==> config.mk <==
export PLATFORM = sky130hd
export DESIGN_NAME = mem_port_arbiter_flat
export DESIGN_NICKNAME = d
export VERILOG_FILES = /design/src/rtl/mem_port_arbiter_if.sv /design/src/rtl/mem_port_arbiter.sv /design/src/flat_wrapper.sv
export SDC_FILE = /design/constraint.sdc
export NUM_CORES = 1
export LEC_CHECK = 0
export BUFFER_PORTS_ARGS = -buffer_cell sky130_fd_sc_hd__buf_2
export CORE_AREA = 2 2 212 131
export CTS_CLUSTER_SIZE = 24
export DETAILED_ROUTE_END_ITERATION = 12
export DIE_AREA = 0 0 214 133
export GPL_ROUTABILITY_DRIVEN = 0
export PLACE_DENSITY = 0.48
export SYNTH_ARGS = -nofsm -noshare
export SYNTH_HDL_FRONTEND = slang
export SYNTH_SLANG_ARGS = --single-unit
==> constraint.sdc <==
create_clock -name clk -period 4.9 [get_ports clk]
set_input_delay 0.735 -clock clk [delete_from_list [all_inputs] [get_ports clk]]
set_output_delay 0.735 -clock clk [all_outputs]
set_load 0.01 [all_outputs]
==> src/rtl/mem_port_arbiter_if.sv <==
// Signal bundle between the fetch/load-store requesters, the arbiter and the external memory bus.
// The master modport is the arbiter's view; slave is the environment (requesters plus memory).
interface mem_port_arbiter_if;
   logic        if_req;
   logic [31:0] if_addr;
   logic [31:0] if_rdata;
   logic        if_done;
   logic        d_req;
   logic        d_we;
   logic        d_size;
   logic [31:0] d_addr;
   logic [31:0] d_wdata;
   logic [31:0] d_rdata;
   logic        d_done;
   logic        err;
   logic        bus_stb;
   logic        bus_we;
   logic [3:0]  bus_sel;
   logic [31:0] bus_addr;
   logic [31:0] bus_wdata;
   logic [31:0] bus_rdata;
   logic        bus_ack;

   modport master (
      input  if_req, if_addr, d_req, d_we, d_size, d_addr, d_wdata, bus_rdata, bus_ack,
      output if_rdata, if_done, d_rdata, d_done, err,
      output bus_stb, bus_we, bus_sel, bus_addr, bus_wdata
   );

   modport slave (
      output if_req, if_addr, d_req, d_we, d_size, d_addr, d_wdata, bus_rdata, bus_ack,
      input  if_rdata, if_done, d_rdata, d_done, err,
      input  bus_stb, bus_we, bus_sel, bus_addr, bus_wdata
   );
endinterface

==> src/rtl/mem_port_arbiter.sv <==
// Shares one memory bus between instruction fetch and the data path, with byte-lane handling,
// sign-extended byte loads, a fetch-starvation limit and a bus timeout. All outputs registered.
module mem_port_arbiter #(
   parameter int TIMEOUT     = 16,
   parameter int DATA_STREAK = 4
) (
   input logic                clk,
   input logic                reset,
   mem_port_arbiter_if.master mp
);
   localparam int TW = $clog2(TIMEOUT) + 1;
   localparam int SW = $clog2(DATA_STREAK + 1) + 1;

   typedef enum logic [1:0] {IDLE, ACCESS, RESP} state_t;

   state_t        state_q, state_d;
   logic          owner_q, owner_d;   // 1 = fetch owns the bus
   logic          size_q, size_d;
   logic [1:0]    lane_q, lane_d;
   logic [TW-1:0] tmo_q, tmo_d;
   logic [SW-1:0] streak_q, streak_d;
   logic          bus_stb_q, bus_stb_d;
   logic          bus_we_q, bus_we_d;
   logic [3:0]    bus_sel_q, bus_sel_d;
   logic [31:0]   bus_addr_q, bus_addr_d;
   logic [31:0]   bus_wdata_q, bus_wdata_d;
   logic          if_done_q, if_done_d;
   logic          d_done_q, d_done_d;
   logic [31:0]   if_rdata_q, if_rdata_d;
   logic [31:0]   d_rdata_q, d_rdata_d;
   logic          err_q, err_d;
   logic          grant_f;
   logic          misal;

   function automatic logic [31:0] sext_byte(input logic [31:0] word, input logic [1:0] lane);
      logic signed [7:0]  b;
      logic signed [31:0] w;
      b = word[{lane, 3'b000} +: 8];
      w = b;
      return w;
   endfunction

   always_comb begin
      state_d     = state_q;
      owner_d     = owner_q;
      size_d      = size_q;
      lane_d      = lane_q;
      tmo_d       = tmo_q;
      streak_d    = streak_q;
      bus_stb_d   = bus_stb_q;
      bus_we_d    = bus_we_q;
      bus_sel_d   = bus_sel_q;
      bus_addr_d  = bus_addr_q;
      bus_wdata_d = bus_wdata_q;
      if_done_d   = 1'b0;
      d_done_d    = 1'b0;
      if_rdata_d  = 32'h0;
      d_rdata_d   = 32'h0;
      err_d       = 1'b0;
      grant_f     = 1'b0;
      misal       = 1'b0;
      case (state_q)
         IDLE: begin
            if (mp.d_req || mp.if_req) begin
               grant_f = mp.if_req && (!mp.d_req || streak_q == SW'(DATA_STREAK));
               if (grant_f) begin
                  streak_d    = '0;
                  owner_d     = 1'b1;
                  size_d      = 1'b1;
                  lane_d      = mp.if_addr[1:0];
                  misal       = |mp.if_addr[1:0];
                  bus_we_d    = 1'b0;
                  bus_sel_d   = 4'b1111;
                  bus_addr_d  = {mp.if_addr[31:2], 2'b00};
                  bus_wdata_d = 32'h0;
               end else begin
                  if (!mp.if_req)
                     streak_d = '0;
                  else if (streak_q != SW'(DATA_STREAK))
                     streak_d = streak_q + SW'(1);
                  owner_d     = 1'b0;
                  size_d      = mp.d_size;
                  lane_d      = mp.d_addr[1:0];
                  misal       = mp.d_size && (|mp.d_addr[1:0]);
                  bus_we_d    = mp.d_we;
                  bus_sel_d   = mp.d_size ? 4'b1111 : (4'b0001 << mp.d_addr[1:0]);
                  bus_addr_d  = {mp.d_addr[31:2], 2'b00};
                  bus_wdata_d = mp.d_size ? mp.d_wdata : {4{mp.d_wdata[7:0]}};
               end
               if (misal) begin
                  // No bus cycle: report the failure straight away.
                  state_d     = RESP;
                  err_d       = 1'b1;
                  if_done_d   = grant_f;
                  d_done_d    = !grant_f;
                  bus_we_d    = 1'b0;
                  bus_sel_d   = 4'b0000;
                  bus_addr_d  = 32'h0;
                  bus_wdata_d = 32'h0;
               end else begin
                  state_d   = ACCESS;
                  bus_stb_d = 1'b1;
                  tmo_d     = '0;
               end
            end
         end
         ACCESS: begin
            if (mp.bus_ack || tmo_q == TW'(TIMEOUT - 1)) begin
               state_d     = RESP;
               bus_stb_d   = 1'b0;
               bus_we_d    = 1'b0;
               bus_sel_d   = 4'b0000;
               bus_addr_d  = 32'h0;
               bus_wdata_d = 32'h0;
               if_done_d   = owner_q;
               d_done_d    = !owner_q;
               err_d       = !mp.bus_ack;
               if (mp.bus_ack) begin
                  if (owner_q)
                     if_rdata_d = mp.bus_rdata;
                  else if (!bus_we_q)
                     d_rdata_d = size_q ? mp.bus_rdata : sext_byte(mp.bus_rdata, lane_q);
               end
            end else begin
               tmo_d = tmo_q + TW'(1);
            end
         end
         RESP: state_d = IDLE;
         default: state_d = IDLE;
      endcase
   end

   always_ff @(posedge clk or negedge reset) begin
      if (!reset) begin
         state_q     <= IDLE;
         owner_q     <= 1'b0;
         size_q      <= 1'b0;
         lane_q      <= 2'b00;
         tmo_q       <= '0;
         streak_q    <= '0;
         bus_stb_q   <= 1'b0;
         bus_we_q    <= 1'b0;
         bus_sel_q   <= 4'b0000;
         bus_addr_q  <= 32'h0;
         bus_wdata_q <= 32'h0;
         if_done_q   <= 1'b0;
         d_done_q    <= 1'b0;
         if_rdata_q  <= 32'h0;
         d_rdata_q   <= 32'h0;
         err_q       <= 1'b0;
      end else begin
         state_q     <= state_d;
         owner_q     <= owner_d;
         size_q      <= size_d;
         lane_q      <= lane_d;
         tmo_q       <= tmo_d;
         streak_q    <= streak_d;
         bus_stb_q   <= bus_stb_d;
         bus_we_q    <= bus_we_d;
         bus_sel_q   <= bus_sel_d;
         bus_addr_q  <= bus_addr_d;
         bus_wdata_q <= bus_wdata_d;
         if_done_q   <= if_done_d;
         d_done_q    <= d_done_d;
         if_rdata_q  <= if_rdata_d;
         d_rdata_q   <= d_rdata_d;
         err_q       <= err_d;
      end
   end

   assign mp.bus_stb   = bus_stb_q;
   assign mp.bus_we    = bus_we_q;
   assign mp.bus_sel   = bus_sel_q;
   assign mp.bus_addr  = bus_addr_q;
   assign mp.bus_wdata = bus_wdata_q;
   assign mp.if_done   = if_done_q;
   assign mp.d_done    = d_done_q;
   assign mp.if_rdata  = if_rdata_q;
   assign mp.d_rdata   = d_rdata_q;
   assign mp.err       = err_q;
endmodule

==> src/flat_wrapper.sv <==
// flat-port wrapper written by rule: the top's interface ports become plain ports
module mem_port_arbiter_flat 
#(
   parameter int TIMEOUT     = 16,
   parameter int DATA_STREAK = 4
)
  (clk, reset, mp_if_req, mp_if_addr, mp_d_req, mp_d_we, mp_d_size, mp_d_addr, mp_d_wdata, mp_bus_rdata, mp_bus_ack, mp_if_rdata, mp_if_done, mp_d_rdata, mp_d_done, mp_err, mp_bus_stb, mp_bus_we, mp_bus_sel, mp_bus_addr, mp_bus_wdata);
  mem_port_arbiter_if mp_i ();
  input logic clk;
  input logic reset;
  input wire logic [$bits(mp_i.if_req)-1:0] mp_if_req;
  input wire logic [$bits(mp_i.if_addr)-1:0] mp_if_addr;
  input wire logic [$bits(mp_i.d_req)-1:0] mp_d_req;
  input wire logic [$bits(mp_i.d_we)-1:0] mp_d_we;
  input wire logic [$bits(mp_i.d_size)-1:0] mp_d_size;
  input wire logic [$bits(mp_i.d_addr)-1:0] mp_d_addr;
  input wire logic [$bits(mp_i.d_wdata)-1:0] mp_d_wdata;
  input wire logic [$bits(mp_i.bus_rdata)-1:0] mp_bus_rdata;
  input wire logic [$bits(mp_i.bus_ack)-1:0] mp_bus_ack;
  output wire logic [$bits(mp_i.if_rdata)-1:0] mp_if_rdata;
  output wire logic [$bits(mp_i.if_done)-1:0] mp_if_done;
  output wire logic [$bits(mp_i.d_rdata)-1:0] mp_d_rdata;
  output wire logic [$bits(mp_i.d_done)-1:0] mp_d_done;
  output wire logic [$bits(mp_i.err)-1:0] mp_err;
  output wire logic [$bits(mp_i.bus_stb)-1:0] mp_bus_stb;
  output wire logic [$bits(mp_i.bus_we)-1:0] mp_bus_we;
  output wire logic [$bits(mp_i.bus_sel)-1:0] mp_bus_sel;
  output wire logic [$bits(mp_i.bus_addr)-1:0] mp_bus_addr;
  output wire logic [$bits(mp_i.bus_wdata)-1:0] mp_bus_wdata;
  assign mp_i.if_req = mp_if_req;
  assign mp_i.if_addr = mp_if_addr;
  assign mp_i.d_req = mp_d_req;
  assign mp_i.d_we = mp_d_we;
  assign mp_i.d_size = mp_d_size;
  assign mp_i.d_addr = mp_d_addr;
  assign mp_i.d_wdata = mp_d_wdata;
  assign mp_i.bus_rdata = mp_bus_rdata;
  assign mp_i.bus_ack = mp_bus_ack;
  assign mp_if_rdata = mp_i.if_rdata;
  assign mp_if_done = mp_i.if_done;
  assign mp_d_rdata = mp_i.d_rdata;
  assign mp_d_done = mp_i.d_done;
  assign mp_err = mp_i.err;
  assign mp_bus_stb = mp_i.bus_stb;
  assign mp_bus_we = mp_i.bus_we;
  assign mp_bus_sel = mp_i.bus_sel;
  assign mp_bus_addr = mp_i.bus_addr;
  assign mp_bus_wdata = mp_i.bus_wdata;
  mem_port_arbiter #(.TIMEOUT(TIMEOUT), .DATA_STREAK(DATA_STREAK)) u_core (.clk(clk), .reset(reset), .mp(mp_i));
endmodule
==> results_dict.tcl <==
set metrics [dict create \
    status "finished clean" \
    worstSetupStartpoint "u_core.tmo_q[0]$_DFFE_PN0P_" \
    mostFrequentLayoutCells "268 x sky130_fd_sc_hd__buf_2, 150 x sky130_fd_sc_hd__dfrtp_1, 95 x sky130_fd_sc_hd__nand2_1" \
    post-dp-hpwl_mm 14.7 \
    viasPerCell 4.35 \
    critical_setup_path_kind "reg2reg" \
    power_mw 4.79 \
    setup_violations 0 \
    drc_errors 0 \
    coreArea_um2 26800 \
    timing.max_cap.violations 0 \
    critical_path_s_top_delay_family "simple AND/OR/NAND/NOR gates" \
    cts-hold-fix-buffers 0 \
    synth_area_um2 6530 \
    seq_area_frac_synth_pct 57.5 \
    dieHeight_um 133 \
    timing.critical_path.required_ns 5.25 \
    cts_setup_buffers 0 \
    final_area_um2 8820 \
    fin_worst_skew_ns 0.00926 \
    dpl-instance-area_um2 8220 \
    mostFrequentLayoutCell "sky130_fd_sc_hd__buf_2" \
    grt_pass1_wl_mm 31.6 \
    cellInternalPower_mw 3.07 \
    num_rows 47 \
    grt_remaining_overflow 0 \
    switching_part_of_the_total_pct 36.0 \
    setup_repair_after_global_routing_missed_its_margin "false" \
    drtAntennaViolNets 0 \
    seq_power_share_pct 38.6 \
    die_w_um 214 \
    clock.fmax_mhz 372 \
    post-route-util_pct 33.0 \
    p_sw_mw 1.73 \
    worstPathArrival_ns 3.04 \
    pd_cells_nw_per_um2 543 \
    drt_first_pass_iters 4 \
    cts-buffers-inserted 17 \
    tritoncts "done" \
    number_of_instances_in_the_synthesized_netlist 596 \
    initial_utilization_pct 24.4 \
    crit_path_end_kind "register" \
    route.vias.total 5342 \
    placedCellCount 1195 \
    tns_ns 0 \
    die-area_um2 28500 \
    path_cells "ha_1 > inv_1 > nor3_1 > ha_1 > nor2_1 > nor2_1 > nor2_4 > buf_4 > a22o_1" \
    grt_pass1_vias 5304 \
    worst_skew_pair.late_latency_ns 0.42 \
    flip_flop_and_latch_count_after_synthesis 150 \
    io_pins 272 \
    nNetsFinal 986 \
    crit_slowest_cell "sky130_fd_sc_hd__nor2_4" \
    critical_path_buf_inv_count 2 \
    r2r_slack_ns 2.21 \
    combPwrFrac_pct 33.1 \
    drive_above_1_share_pct 37.8 \
    maxSlewHeadroom_pct 17.5 \
    post-place-ws_ns 2.22 \
    clock-root-buffer "sky130_fd_sc_hd__clkbuf_16" \
    timing.final.ws_setup_ns 2.21 \
    globalRouteTotalUtil_pct 14.5 \
    synth_enable_flop_cells 0 \
    clkTransAtPathRegs_ns 0.06 \
    count_of_final_hold_check_violations 0 \
    final_layout_worst_hold_slack_ns 0.253 \
    post_synth.cell_area_avg_um2 11.0 \
    crit-reg2reg-launch "u_core.tmo_q[0]$_DFFE_PN0P_" \
    h_tree_level_count 4 \
    timing.final.crit_period_ns 2.69 \
    post_cts.resized_instances 0 \
    route.detailed.wl_per_inst_um 16.7 \
    p_leak_nw 4.59 \
    worstMarginPinSlew_ns 1.24 \
    post-route-period-util_pct 54.8 \
    yosysWarnings 0 \
    critical_path.startpoint_type "register" \
    antenna_found_initial 1 \
    yosys.cell_types.count 46 \
    clock_sinks 150 \
    synth_async_sr_flop_share_pct 100 \
    finish.cell_count_without_fillers 1227 \
    p_clk_share_pct 28.2 \
    area_delta_synth_final_pct 35.1 \
    critical-path-max-stage-delay_ns 0.71 \
    drtIter0Drc 358 \
    power.ir.vdd_worst_v 0.000180 \
    min-delay-path-class "in2async" \
    cts-root-to-sink-buffers 2 \
    finalWirelength_mm 20.5 \
    placement.io_buffers 269 \
    critPathMaxFanout 38 \
    largest_net_degree_at_the_start_of_global_routing 57 \
    timing_max_transition_violations_final 0 \
    dominantRegCellSynth "sky130_fd_sc_hd__dfrtp_1" \
]
final cells by class:
| type | count | area, µm² |
|---|---|---|
| Multi-Input combinational cell | 385 | 2530 |
| Clock buffer | 22 | 474 |
| Antenna cell | 2 | 5.00 |
| Tap cell | 367 | 459 |
| Fill cell | 2748 | 17900 |
| Timing Repair Buffer | 279 | 1430 |
| Clock inverter | 8 | 124 |
| Sequential cell | 150 | 3750 |
| Inverter | 14 | 52.6 |
worst reg2reg max path, cell delays in order (launching register included):
cell and delay [ns]:
sky130_fd_sc_hd__dfrtp_1 0.42, sky130_fd_sc_hd__ha_1 0.21, sky130_fd_sc_hd__inv_1 0.08, sky130_fd_sc_hd__nor3_1 0.05
sky130_fd_sc_hd__ha_1 0.20, sky130_fd_sc_hd__nor2_1 0.13, sky130_fd_sc_hd__nor2_1 0.13, sky130_fd_sc_hd__nor2_4 0.71
sky130_fd_sc_hd__buf_4 0.47, sky130_fd_sc_hd__a22o_1 0.22
Yosys cell counts (all sizes together) (2+ instances only):
| cell type | number | share of area, % |
|---|---|---|
| nand4 | 2 | 0.19 |
| inv | 14 | 0.80 |
| a32o | 3 | 0.46 |
| nand2b | 3 | 0.29 |
| a2111oi | 2 | 0.27 |
| a21oi | 62 | 4.8 |
| nor3 | 5 | 0.38 |
| a22o | 42 | 5.6 |
| o32ai | 3 | 0.40 |
| buf | 22 | 1.9 |
| dfrtp | 150 | 57 |
| mux2i | 39 | 6.0 |
| nor2 | 16 | 0.96 |
| o21ai | 8 | 0.61 |
| a211o | 4 | 0.54 |
| nand3b | 2 | 0.42 |
| clkbuf | 26 | 1.5 |
| o2bb2ai | 25 | 3.4 |
| ha | 4 | 0.77 |
| and2 | 32 | 3.1 |
| o22ai | 4 | 0.38 |
| o221a | 7 | 1.2 |
| nor2b | 8 | 0.77 |
| nand3 | 4 | 0.31 |
| nand2 | 95 | 5.5 |
routing by layer:
| layer | track usage (%) | up-vias | share of wire (%) |
|---|---|---|---|
| li1 | - | 2605 | - |
| met3 | 4.74 | 15 | 6.8 |
| met2 | 20.1 | 146 | 43 |
| met5 | 0 | - | 0 |
| met4 | 4.43 | 0 | 1.3 |
| met1 | 21.1 | 2576 | 49 |
logic make-up (layout without fill, tap and decap cells):
kind of cell             count (synthesis)  after routing  share of synthesized area [%]
AND/OR/NAND/NOR                        173            173                           12.6
adder cells (fa/ha/maj)                  4              4                          0.766
multiplexers                            41             41                           6.50
buffers and inverters                   62            323                           4.16
other                                    1              4                         0.0574
flip-flops                             150            150                           57.5
AO/OA/AOI/OAI                          165            165                           18.5
power by group through the flow:
stage	registers [mW]	logic (mW)	clock network, mW
after floorplan	1.95	0.824	0
after global placement	1.88	1.62	0
after detailed placement	1.86	1.62	0
after CTS	1.86	1.62	1.40
after global routing	1.90	1.75	1.45
final	1.85	1.59	1.35
path summary, 6_finish.rpt:
check / to / cells after the start
min in group clk: u_core.mp.bus_wdata[12]$_DFFE_PN0P_ / 1
max in group asynchronous: u_core.mp.bus_addr[6]$_DFFE_PN0P_ / 2
worst max register to register: u_core.mp.bus_addr[26]$_DFFE_PN0P_ / 9
worst min register to register: u_core.mp.bus_wdata[12]$_DFFE_PN0P_ / 1
worst min-delay path: u_core.mp.d_rdata[22]$_DFF_PN0_ / 1
worst max-delay path: u_core.mp.bus_addr[26]$_DFFE_PN0P_ / 9
flip-flops by register name, indices dropped and copies added, names as in the netlist:
| signal | count |
|---|---|
| u_core.lane_q | 2 |
| u_core.mp.bus_addr | 30 |
| u_core.mp.bus_sel | 4 |
| u_core.mp.bus_stb | 1 |
| u_core.mp.bus_wdata | 32 |
| u_core.mp.bus_we | 1 |
| u_core.mp.d_done | 1 |
| u_core.mp.d_rdata | 32 |
| u_core.mp.err | 1 |
| u_core.mp.if_done | 1 |
| u_core.mp.if_rdata | 32 |
| u_core.owner_q | 1 |
| u_core.size_q | 1 |
| u_core.state_q | 2 |
| u_core.streak_q | 4 |
| u_core.tmo_q | 5 |
Note: power is estimated with default switching activity, not from simulation.
